$ cat config.mk
export PLATFORM = sky130hd
export DESIGN_NAME = panel_key_sequencer_flat
export DESIGN_NICKNAME = d
export VERILOG_FILES = /design/src/rtl/panel_key_sequencer_pkg.sv /design/src/rtl/panel_key_sequencer_if.sv /design/src/rtl/panel_key_edge.sv /design/src/rtl/panel_key_sequencer.sv /design/src/flat_wrapper.sv
export SDC_FILE = /design/constraint.sdc
export NUM_CORES = 1
export LEC_CHECK = 0
export ABC_AREA = 1
export BUFFER_PORTS_ARGS = -buffer_cell sky130_fd_sc_hd__buf_2
export CAP_MARGIN = 40
export CORE_ASPECT_RATIO = 1.2
export CORE_MARGIN = 10
export CORE_UTILIZATION = 50
export DETAILED_ROUTE_END_ITERATION = 12
export HOLD_SLACK_MARGIN = 0.15
export PLACE_DENSITY = 0.82
export SYNTH_ARGS = -nofsm -noshare
export SYNTH_HDL_FRONTEND = slang
export SYNTH_HIERARCHICAL = 1
export SYNTH_SLANG_ARGS = --single-unit
$ cat constraint.sdc
create_clock -name clk -period 1.6 [get_ports clk]
set_input_delay 0.4 -clock clk [delete_from_list [all_inputs] [get_ports clk]]
set_output_delay 0.4 -clock clk [all_outputs]
set_load 0.005 [all_outputs]
$ cat src/rtl/panel_key_sequencer_pkg.sv
// rtl/panel_key_sequencer_pkg.sv - shared encodings, FSM states and priority helpers
package panel_key_sequencer_pkg;

  typedef enum logic [2:0] {
    CMD_NONE      = 3'd0,
    CMD_START     = 3'd1,
    CMD_LOAD_ADDR = 3'd2,
    CMD_DEP       = 3'd3,
    CMD_EXAM      = 3'd4,
    CMD_CONT      = 3'd5,
    CMD_STOP      = 3'd6
  } cmd_op_t;

  typedef enum logic [1:0] {
    MODE_RUN       = 2'b00,
    MODE_SING_INST = 2'b01,
    MODE_SING_STEP = 2'b10
  } cmd_mode_t;

  typedef enum logic [1:0] {
    ST_IDLE,
    ST_ISSUE,
    ST_WAIT_DONE,
    ST_HOLD
  } state_t;

  localparam int NUM_KEYS      = 6;
  localparam int KEY_START     = 0;
  localparam int KEY_LOAD_ADDR = 1;
  localparam int KEY_DEP       = 2;
  localparam int KEY_EXAM      = 3;
  localparam int KEY_CONT      = 4;
  localparam int KEY_STOP      = 5;

  // Fixed priority: stop, start, load_addr, cont, exam, dep
  function automatic cmd_op_t pick_op(input logic [NUM_KEYS-1:0] mask);
    if (mask[KEY_STOP])           return CMD_STOP;
    else if (mask[KEY_START])     return CMD_START;
    else if (mask[KEY_LOAD_ADDR]) return CMD_LOAD_ADDR;
    else if (mask[KEY_CONT])      return CMD_CONT;
    else if (mask[KEY_EXAM])      return CMD_EXAM;
    else if (mask[KEY_DEP])       return CMD_DEP;
    else                          return CMD_NONE;
  endfunction

  // Pending-mask bit that corresponds to a command code
  function automatic logic [NUM_KEYS-1:0] op_key(input cmd_op_t op);
    logic [NUM_KEYS-1:0] k;
    k = '0;
    case (op)
      CMD_START:     k[KEY_START]     = 1'b1;
      CMD_LOAD_ADDR: k[KEY_LOAD_ADDR] = 1'b1;
      CMD_DEP:       k[KEY_DEP]       = 1'b1;
      CMD_EXAM:      k[KEY_EXAM]      = 1'b1;
      CMD_CONT:      k[KEY_CONT]      = 1'b1;
      CMD_STOP:      k[KEY_STOP]      = 1'b1;
      default:       k                = '0;
    endcase
    return k;
  endfunction

endpackage

$ cat src/rtl/panel_key_sequencer_if.sv
// rtl/panel_key_sequencer_if.sv - console command handshake between sequencer and CPU
interface panel_key_sequencer_if;
  logic       cmd_valid;
  logic [2:0] cmd_op;
  logic [1:0] cmd_mode;
  logic       cmd_ready;
  logic       cmd_done;

  modport master (output cmd_valid, output cmd_op, output cmd_mode,
                  input  cmd_ready, input  cmd_done);
  modport slave  (input  cmd_valid, input  cmd_op, input  cmd_mode,
                  output cmd_ready, output cmd_done);
endinterface

$ cat src/rtl/panel_key_edge.sv
// rtl/panel_key_edge.sv - rising-edge detector for the debounced panel key levels
module panel_key_edge
  import panel_key_sequencer_pkg::*;
#(
  parameter int WIDTH = NUM_KEYS
) (
  input  logic             clk,
  input  logic             rst,
  input  logic [WIDTH-1:0] i_level,
  output logic [WIDTH-1:0] o_rise
);

  logic [WIDTH-1:0] r_prev;

  // Previous level, preset to ones so a key held through reset must be released first
  always_ff @(posedge clk or posedge rst) begin
    if (rst) r_prev <= '1;
    else     r_prev <= i_level;
  end

  assign o_rise = i_level & ~r_prev;

endmodule

$ cat src/rtl/panel_key_sequencer.sv
// rtl/panel_key_sequencer.sv - serializes panel key presses into console commands
module panel_key_sequencer
  import panel_key_sequencer_pkg::*;
#(
  parameter int HOLD_CYCLES    = 16,
  parameter int TIMEOUT_CYCLES = 1000000
) (
  input  logic                         clk,
  input  logic                         rst,
  input  logic                         start,
  input  logic                         load_addr,
  input  logic                         dep,
  input  logic                         exam,
  input  logic                         cont,
  input  logic                         stop,
  input  logic                         sing_step,
  input  logic                         sing_inst,
  input  logic                         run,
  panel_key_sequencer_if.master        cmd,
  output logic                         busy,
  output logic                         err_timeout
);

  localparam int HOLD_W = $clog2(HOLD_CYCLES) + 1;
  localparam int TMO_W  = $clog2(TIMEOUT_CYCLES) + 1;
  localparam logic [HOLD_W-1:0] HOLD_LAST = HOLD_W'(HOLD_CYCLES - 1);
  localparam logic [TMO_W-1:0]  TMO_LAST  = TMO_W'(TIMEOUT_CYCLES - 1);

  state_t              r_state, w_next;
  logic [NUM_KEYS-1:0] w_level, w_rise, w_set, w_clr, r_pending;
  cmd_op_t             r_op, w_pick;
  cmd_mode_t           r_mode, w_mode;
  logic [HOLD_W-1:0]   r_hold_cnt;
  logic [TMO_W-1:0]    r_tmo_cnt;
  logic                w_take, w_accept, w_done, w_timeout, w_hold_end;

  assign w_level = {stop, cont, exam, dep, load_addr, start};

  panel_key_edge #(.WIDTH(NUM_KEYS)) u_edge (
    .clk     (clk),
    .rst     (rst),
    .i_level (w_level),
    .o_rise  (w_rise)
  );

  // While running only STOP is meaningful; while halted STOP is meaningless
  assign w_set      = run ? (w_rise & op_key(CMD_STOP)) : (w_rise & ~op_key(CMD_STOP));
  assign w_pick     = pick_op(r_pending);
  assign w_take     = (r_state == ST_IDLE) && (r_pending != '0);
  assign w_clr      = w_take ? op_key(w_pick) : '0;
  assign w_accept   = (r_state == ST_ISSUE) && cmd.cmd_ready;
  assign w_done     = (r_state == ST_WAIT_DONE) && cmd.cmd_done;
  assign w_timeout  = (r_state == ST_WAIT_DONE) && !cmd.cmd_done && (r_tmo_cnt == TMO_LAST);
  assign w_hold_end = (r_state == ST_HOLD) && (r_hold_cnt == HOLD_LAST);

  // Stepping modes only apply to commands that let the CPU execute
  always_comb begin
    w_mode = MODE_RUN;
    if ((w_pick == CMD_START) || (w_pick == CMD_CONT)) begin
      if (sing_step)      w_mode = MODE_SING_STEP;
      else if (sing_inst) w_mode = MODE_SING_INST;
    end
  end

  // State register
  always_ff @(posedge clk or posedge rst) begin
    if (rst) r_state <= ST_IDLE;
    else     r_state <= w_next;
  end

  // Next-state decision
  always_comb begin
    w_next = r_state;
    case (r_state)
      ST_IDLE:      if (w_take)               w_next = ST_ISSUE;
      ST_ISSUE:     if (w_accept)             w_next = ST_WAIT_DONE;
      ST_WAIT_DONE: if (w_done || w_timeout)  w_next = ST_HOLD;
      ST_HOLD:      if (w_hold_end)           w_next = ST_IDLE;
      default:                                w_next = ST_IDLE;
    endcase
  end

  // Outputs decoded from state and the registered command
  always_comb begin
    cmd.cmd_valid = (r_state == ST_ISSUE);
    cmd.cmd_op    = r_op;
    cmd.cmd_mode  = r_mode;
    busy          = (r_state != ST_IDLE);
  end

  // Pending mask; a new edge wins over the clear from the IDLE decision
  always_ff @(posedge clk or posedge rst) begin
    if (rst) r_pending <= '0;
    else     r_pending <= (r_pending & ~w_clr) | w_set;
  end

  // Command register loaded on the IDLE decision and returned to none after HOLD
  always_ff @(posedge clk or posedge rst) begin
    if (rst) begin
      r_op   <= CMD_NONE;
      r_mode <= MODE_RUN;
    end else if (w_take) begin
      r_op   <= w_pick;
      r_mode <= w_mode;
    end else if (w_hold_end) begin
      r_op   <= CMD_NONE;
      r_mode <= MODE_RUN;
    end
  end

  // Completion timeout; the error flag stays set until the next command is accepted
  always_ff @(posedge clk or posedge rst) begin
    if (rst) begin
      r_tmo_cnt   <= '0;
      err_timeout <= 1'b0;
    end else if (w_accept) begin
      r_tmo_cnt   <= '0;
      err_timeout <= 1'b0;
    end else if (w_timeout) begin
      err_timeout <= 1'b1;
    end else if (r_state == ST_WAIT_DONE && !cmd.cmd_done) begin
      r_tmo_cnt   <= r_tmo_cnt + TMO_W'(1);
    end
  end

  // Guard-gap counter, restarted every time HOLD is entered
  always_ff @(posedge clk or posedge rst) begin
    if (rst)                    r_hold_cnt <= '0;
    else if (r_state != ST_HOLD) r_hold_cnt <= '0;
    else if (!w_hold_end)        r_hold_cnt <= r_hold_cnt + HOLD_W'(1);
  end

endmodule

$ cat src/flat_wrapper.sv
// flat-port wrapper written by rule: the top's interface ports become plain ports
module panel_key_sequencer_flat import panel_key_sequencer_pkg::*;
#(
  parameter int HOLD_CYCLES    = 16,
  parameter int TIMEOUT_CYCLES = 1000000
)
  (clk, rst, start, load_addr, dep, exam, cont, stop, sing_step, sing_inst, run, busy, err_timeout, cmd_cmd_valid, cmd_cmd_op, cmd_cmd_mode, cmd_cmd_ready, cmd_cmd_done);
  panel_key_sequencer_if cmd_i ();
  input  logic clk;
  input  logic rst;
  input  logic start;
  input  logic load_addr;
  input  logic dep;
  input  logic exam;
  input  logic cont;
  input  logic stop;
  input  logic sing_step;
  input  logic sing_inst;
  input  logic run;
  output logic busy;
  output logic err_timeout;
  output wire logic [$bits(cmd_i.cmd_valid)-1:0] cmd_cmd_valid;
  output wire logic [$bits(cmd_i.cmd_op)-1:0] cmd_cmd_op;
  output wire logic [$bits(cmd_i.cmd_mode)-1:0] cmd_cmd_mode;
  input wire logic [$bits(cmd_i.cmd_ready)-1:0] cmd_cmd_ready;
  input wire logic [$bits(cmd_i.cmd_done)-1:0] cmd_cmd_done;
  assign cmd_cmd_valid = cmd_i.cmd_valid;
  assign cmd_cmd_op = cmd_i.cmd_op;
  assign cmd_cmd_mode = cmd_i.cmd_mode;
  assign cmd_i.cmd_ready = cmd_cmd_ready;
  assign cmd_i.cmd_done = cmd_cmd_done;
  panel_key_sequencer #(.HOLD_CYCLES(HOLD_CYCLES), .TIMEOUT_CYCLES(TIMEOUT_CYCLES)) u_core (.clk(clk), .rst(rst), .start(start), .load_addr(load_addr), .dep(dep), .exam(exam), .cont(cont), .stop(stop), .sing_step(sing_step), .sing_inst(sing_inst), .run(run), .cmd(cmd_i), .busy(busy), .err_timeout(err_timeout));
endmodule
# After elaboration in Yosys (flattened, before gate mapping)
# Cells that the tools add are included.
# W data, S select, Z words.
dict set report totals {
  reg_bits 46
  input_bits 13
  out_inout_bits 8
  word_cells 82
}
dict set report classes {
  addsub 2
  n_eq_ne 18
  muxes 32
  bitwise 5
  reduce_logical 17
}
# operator n
set op_table {}
lappend op_table {{$mux W21} 3}
lappend op_table {{$add A21 B1 Y21 const B} 1}
lappend op_table {{$eq A21 B20 Y1 const B} 1}
lappend op_table {{$mux W3} 7}
lappend op_table {{$mux W2} 8}
lappend op_table {{$and A6 B6 Y6} 2}
lappend op_table {{$mux W6} 2}
lappend op_table {{$not A6 Y6} 2}
lappend op_table {{$mux W5} 2}
lappend op_table {{$eq A3 B3 Y1 const B} 3}
lappend op_table {{$mux W1} 9}
lappend op_table {{$ne A2 B1 Y1 const B} 4}
lappend op_table {{$pmux W2 S4} 1}
lappend op_table {{$reduce_bool A2 Y1} 4}
lappend op_table {{$eq A3 B2 Y1 const B} 2}
lappend op_table {{$logic_and A1 B1 Y1} 6}
lappend op_table {{$ne A2 B2 Y1 const B} 3}
lappend op_table {{$or A6 B6 Y6} 1}
lappend op_table {{$reduce_bool A6 Y1} 1}
lappend op_table {{$add A5 B1 Y5 const B} 1}
lappend op_table {{$eq A5 B4 Y1 const B} 1}
lappend op_table {{$eq A2 B2 Y1 const B} 2}
lappend op_table {{$reduce_and A4 Y1} 1}
lappend op_table {{$eq A3 B1 Y1 const B} 1}
lappend op_table {{5 further kinds} 6}

# Logic depth before layout (Yosys ltp)
dict set report depth {
  ltp_word 12
  ltp_mapped 11
  mapped_depth_nobuf 11
}

# Modules after synthesis
# Netlist, hierarchy kept.
# module instances cells_per_inst area_each_um2
set by_module_without_submodules {}
lappend by_module_without_submodules {panel_key_sequencer 1 340 2424.8}
lappend by_module_without_submodules {panel_key_edge 1 19 221.5}

# Least setup slack after synthesis
# OpenSTA, ideal clock, no wires.
dict set report synth_path {
  kind {reg-to-reg}
  start {reg u_core.r_state[0]}
  end {reg u_core.r_tmo_cnt[11]}
  arrival_ns 1.511
  required_time_ns 1.534
  setup_slack_ns 0.023
  path_stages_with_launch 10
  synth_period_minus_slack_ns 1.577
  path_cell_list {dfrtp_1 inv_1 ha_1 inv_1 nor2_1 inv_1 nor2_4 buf_2 nand4_1 nand2_1}
}
dict set report synth_via {
  elab_chain_cells 5
}
# item line
set synth_rtl {}
lappend synth_rtl {{start: declaration} panel_key_sequencer.sv:29} ;# state_t r_state, w_next;
lappend synth_rtl {{start signal: assignment} panel_key_sequencer.sv:68} ;# else r_state <= w_next;
lappend synth_rtl {{$eq A2 B2 Y1} {panel_key_sequencer.sv:53, panel_key_sequencer.sv:121}}
lappend synth_rtl {{$logic_and A1 B1 Y1} {panel_key_sequencer.sv:53, panel_key_sequencer.sv:121}}
lappend synth_rtl {{$logic_and A1 B1 Y1} panel_key_sequencer.sv:53} ;# assign w_timeout = (r_state == ST_WAIT_DONE) && !cmd.cmd_done && (r_tmo_cnt == TMO_LAST);
lappend synth_rtl {{$ne A2 B1 Y1 (no line)} -}
lappend synth_rtl {{$reduce_and A2 Y1 (no line)} -}
lappend synth_rtl {{end signal: assignment} panel_key_sequencer.sv:122} ;# r_tmo_cnt <= r_tmo_cnt + TMO_W'(1);
lappend synth_rtl {{end: declaration} panel_key_sequencer.sv:34} ;# logic [TMO_W-1:0] r_tmo_cnt;
# Several ways; a longest one is shown, not always the timed one.
# A chain may end at the register's enable or synchronous reset.

# Final worst setup path
dict set report layout_path {
  start {reg u_core.r_hold_cnt[0]}
  end {reg u_core.r_state[1]}
}
dict set report layout_via {
  elab_chain_cells 4
}
# item line
set layout_rtl {}
lappend layout_rtl {{start: declaration} panel_key_sequencer.sv:33} ;# logic [HOLD_W-1:0] r_hold_cnt;
lappend layout_rtl {{start signal: assignment} panel_key_sequencer.sv:130} ;# else if (!w_hold_end) r_hold_cnt <= r_hold_cnt + HOLD_W'(1);
lappend layout_rtl {{$eq A5 B4 Y1} panel_key_sequencer.sv:54} ;# assign w_hold_end = (r_state == ST_HOLD) && (r_hold_cnt == HOLD_LAST);
lappend layout_rtl {{$logic_and A1 B1 Y1} panel_key_sequencer.sv:54}
lappend layout_rtl {{$ne A2 B1 Y1 (no line)} -}
lappend layout_rtl {{$reduce_and A4 Y1 (no line)} -}
# No other way between the ends.

==> metrics.cfg <==
[final_layout]
syn_to_final_growth_pct=28.1
fillers=382
multiInputGateArea_sq_um=1400
post-route-util_pct=67.2
layout-drive-gt1-share_pct=29.4
num-nets-final=452
num_antenna_cells=0
design_area_sq_um=3390
ff_latch_area_sq_um=1160
instances_no_fill=492

[placement]
hpwl_mm=4.62
place_inst=457
postPlaceCellArea_sq_um=2970
io_buffers=20
gp_congestion=0.917

[yosys]
yosysTopAreaCell=dfrtp_1
syn-instance-count=359
synth_area_sq_um=2650
yosysSeqAreaShare_pct=43.8
avgSynthCellArea_sq_um=7.37
synth_nets=380
synth_edf_count=0
synthFlopType=dfrtp_1
synth_area_leaders=dfrtp_1 38%, nand2_1 17%, inv_1 6.1%, dfstp_2 6.0%, nor2_1 6.0%
ys_warn_count=6
yosysMostFrequentCell=nand2_1
synth_top_cells_by_count=119 x nand2_1, 43 x inv_1, 42 x nor2_1
synthDominantCellAreaShare_pct=37.8
async_flop_share_pct=100
ys_ff_latch=46
ys_types=27

[floorplan]
fp.dieW_um=86.4
rows=28
die_area_sq_um=8610
start_util_pct=52.5
die_h_um=99.7
ios=21
fp.coreArea_sq_um=5040

[timing]
fin_crit_sh_pct=102
finalHoldViolCount=0
finalSetupViolations=7
fin_crit_ns=1.63
tightest_slew_ns=0.513
finClkSkew_ns=0.0110
maxSlewHeadroom_pct=65.8
slew_viol_final=0
clock.fmax_ghz=0.612
rsz0062_at_grt=yes
timing.hold.ws_ns=0.198
layout_setup_ws_ns=-0.0349

[run]
maxCapViolations=0

[power]
peakVddDrop_mv=0.484
pwr_density_cell_nw_per_um2=1200
p_leak_uw=0.00172
fin_total_pwr_uw=4060

[route]
routedWlPerCell_um=14.0
drt_pass1_iterations=4
drt_iter0_drc=172
vias=2556
ant_nets=0
routed_wl_mm=6.89
avgViaCountPerCell=5.20
drc=0

[setup_path]
arrival_ns=1.84
crit_required_ns=1.81
cp-end-kind=flop
crit_path_max_fanout=3
crit_type=reg2reg
startpoint_type=flop

[clock_tree]
clock_latency_ns=0.31
postCtsHoldBufs=0
cts.sinks=46
clk_pin_slew_ns=0.09
cts_tree=yes
clockBufferDepth=2
cts_root_buffer=clkbuf_8
htreeDepth=2
numCtsBuffers=5

[outcome]
violations=negative setup slack
status=complete, but fails checks

[global_routing]
grt_max_degree=41
gr-usage-all-layers_pct=15.7
grt_antenna_before_repair=0
grt_overflow=0
grt_pass1_wl_mm=11.3
grt_pass1_vias=2535

[worst_hold_path]
holdCritPathClass=in2reg

==> worst paths after layout <==
kind | cells past startpoint | startpoint | end | slack, ns
max | 11 | u_core/r_hold_cnt[0] | u_core/r_state[1] | -0.03
min | 1 | stop | u_core/u_edge/r_prev[5] | 0.20
max reg2reg | 11 | u_core/r_hold_cnt[0] | u_core/r_state[1] | -0.03
min reg2reg | 2 | u_core/cmd.cmd_mode[0] | u_core/cmd.cmd_mode[0] | 0.51
max in group asynchronous | 3 | rst | u_core/r_tmo_cnt[11] | 1.02
min in group asynchronous | 3 | rst | u_core/r_pending[0] | 0.22
==> power breakdown <==
part	switching, uW	internal [uW]
Clock	416	307
Sequential	154	1380
Combinational	1030	770
==> routing by layer <==
layer	global-route usage (%)	part of all wire [%]
met1	17.5	41
met2	28.3	54
met3	3.35	3.8
met4	5.74	1.2
met5	0	0
==> critical path, cell delays in order (launching register included) <==
cell	delay, ns
dfrtp_1	0.38
ha_2	0.21
nand2_2	0.06
nor2_2	0.08
ha_2	0.19
inv_2	0.05
nand2_2	0.07
o21ai_2	0.06
nor2_2	0.18
nand2_1	0.11
nand2_1	0.08
nand2_1	0.05
==> cell families (layout without fill, tap and decap cells) <==
family | Yosys count | in the layout | share of synthesized area [%]
flops | 46 | 46 | 43.8
fa+ha+maj | 8 | 8 | 3.78
buf+inv | 49 | 121 | 7.28
compound gates | 23 | 23 | 4.63
simple gates | 223 | 224 | 37.2
xor+xnor | 10 | 10 | 3.31
==> metrics by stage <==
stage          setup WS [ns]  setup TNS, ns
6_report             -0.0349         -0.104
5_1_grt               -0.125          -1.57
4_1_cts              -0.0220        -0.0220
3_5_place_dp          -0.102         -0.813
3_3_place_gp          0.0171              0
2_1_floorplan         0.0234              0
==> cell type report <==
cell class | count | share of cell area (%)
clock buffer | 5 | 2.03
tap | 60 | 2.21
timing repair buffer | 69 | 14.6
sequential | 46 | 34.2
clock inverter | 3 | 0.627
inverter | 44 | 4.94
multi-input combinational | 265 | 41.4
==> layout by cell type (no fill, tap or decap), drive strengths merged, types with 2 or more instances in the layout <==
| master | count |
|---|---|
| inv | 44 |
| nor2 | 53 |
| ha | 8 |
| nand3 | 32 |
| nand2 | 119 |
| clkbuf | 5 |
| o21ai | 16 |
| xor2 | 9 |
| nor3 | 3 |
| dfstp | 6 |
| a21oi | 4 |
| nand3b | 2 |
| nand4 | 14 |
| buf | 69 |
| dfrtp | 40 |
| clkinv | 2 |
==> timing repair <==
action	CTS	global route
buffers inserted	12	15
gates resized for setup	19	29
endpoints found under the setup margin	24	32
pin swaps	10	19
cloned	2	0
==> state kept, by name (all words and copies together), names as in the netlist <==
register and count:
u_core/cmd.cmd_mode 2, u_core/cmd.cmd_op 3, u_core/err_timeout 1, u_core/r_hold_cnt 5
u_core/r_pending 6, u_core/r_state 2, u_core/r_tmo_cnt 21, u_core/u_edge/r_prev 6
(Power assumes the default switching activity.)
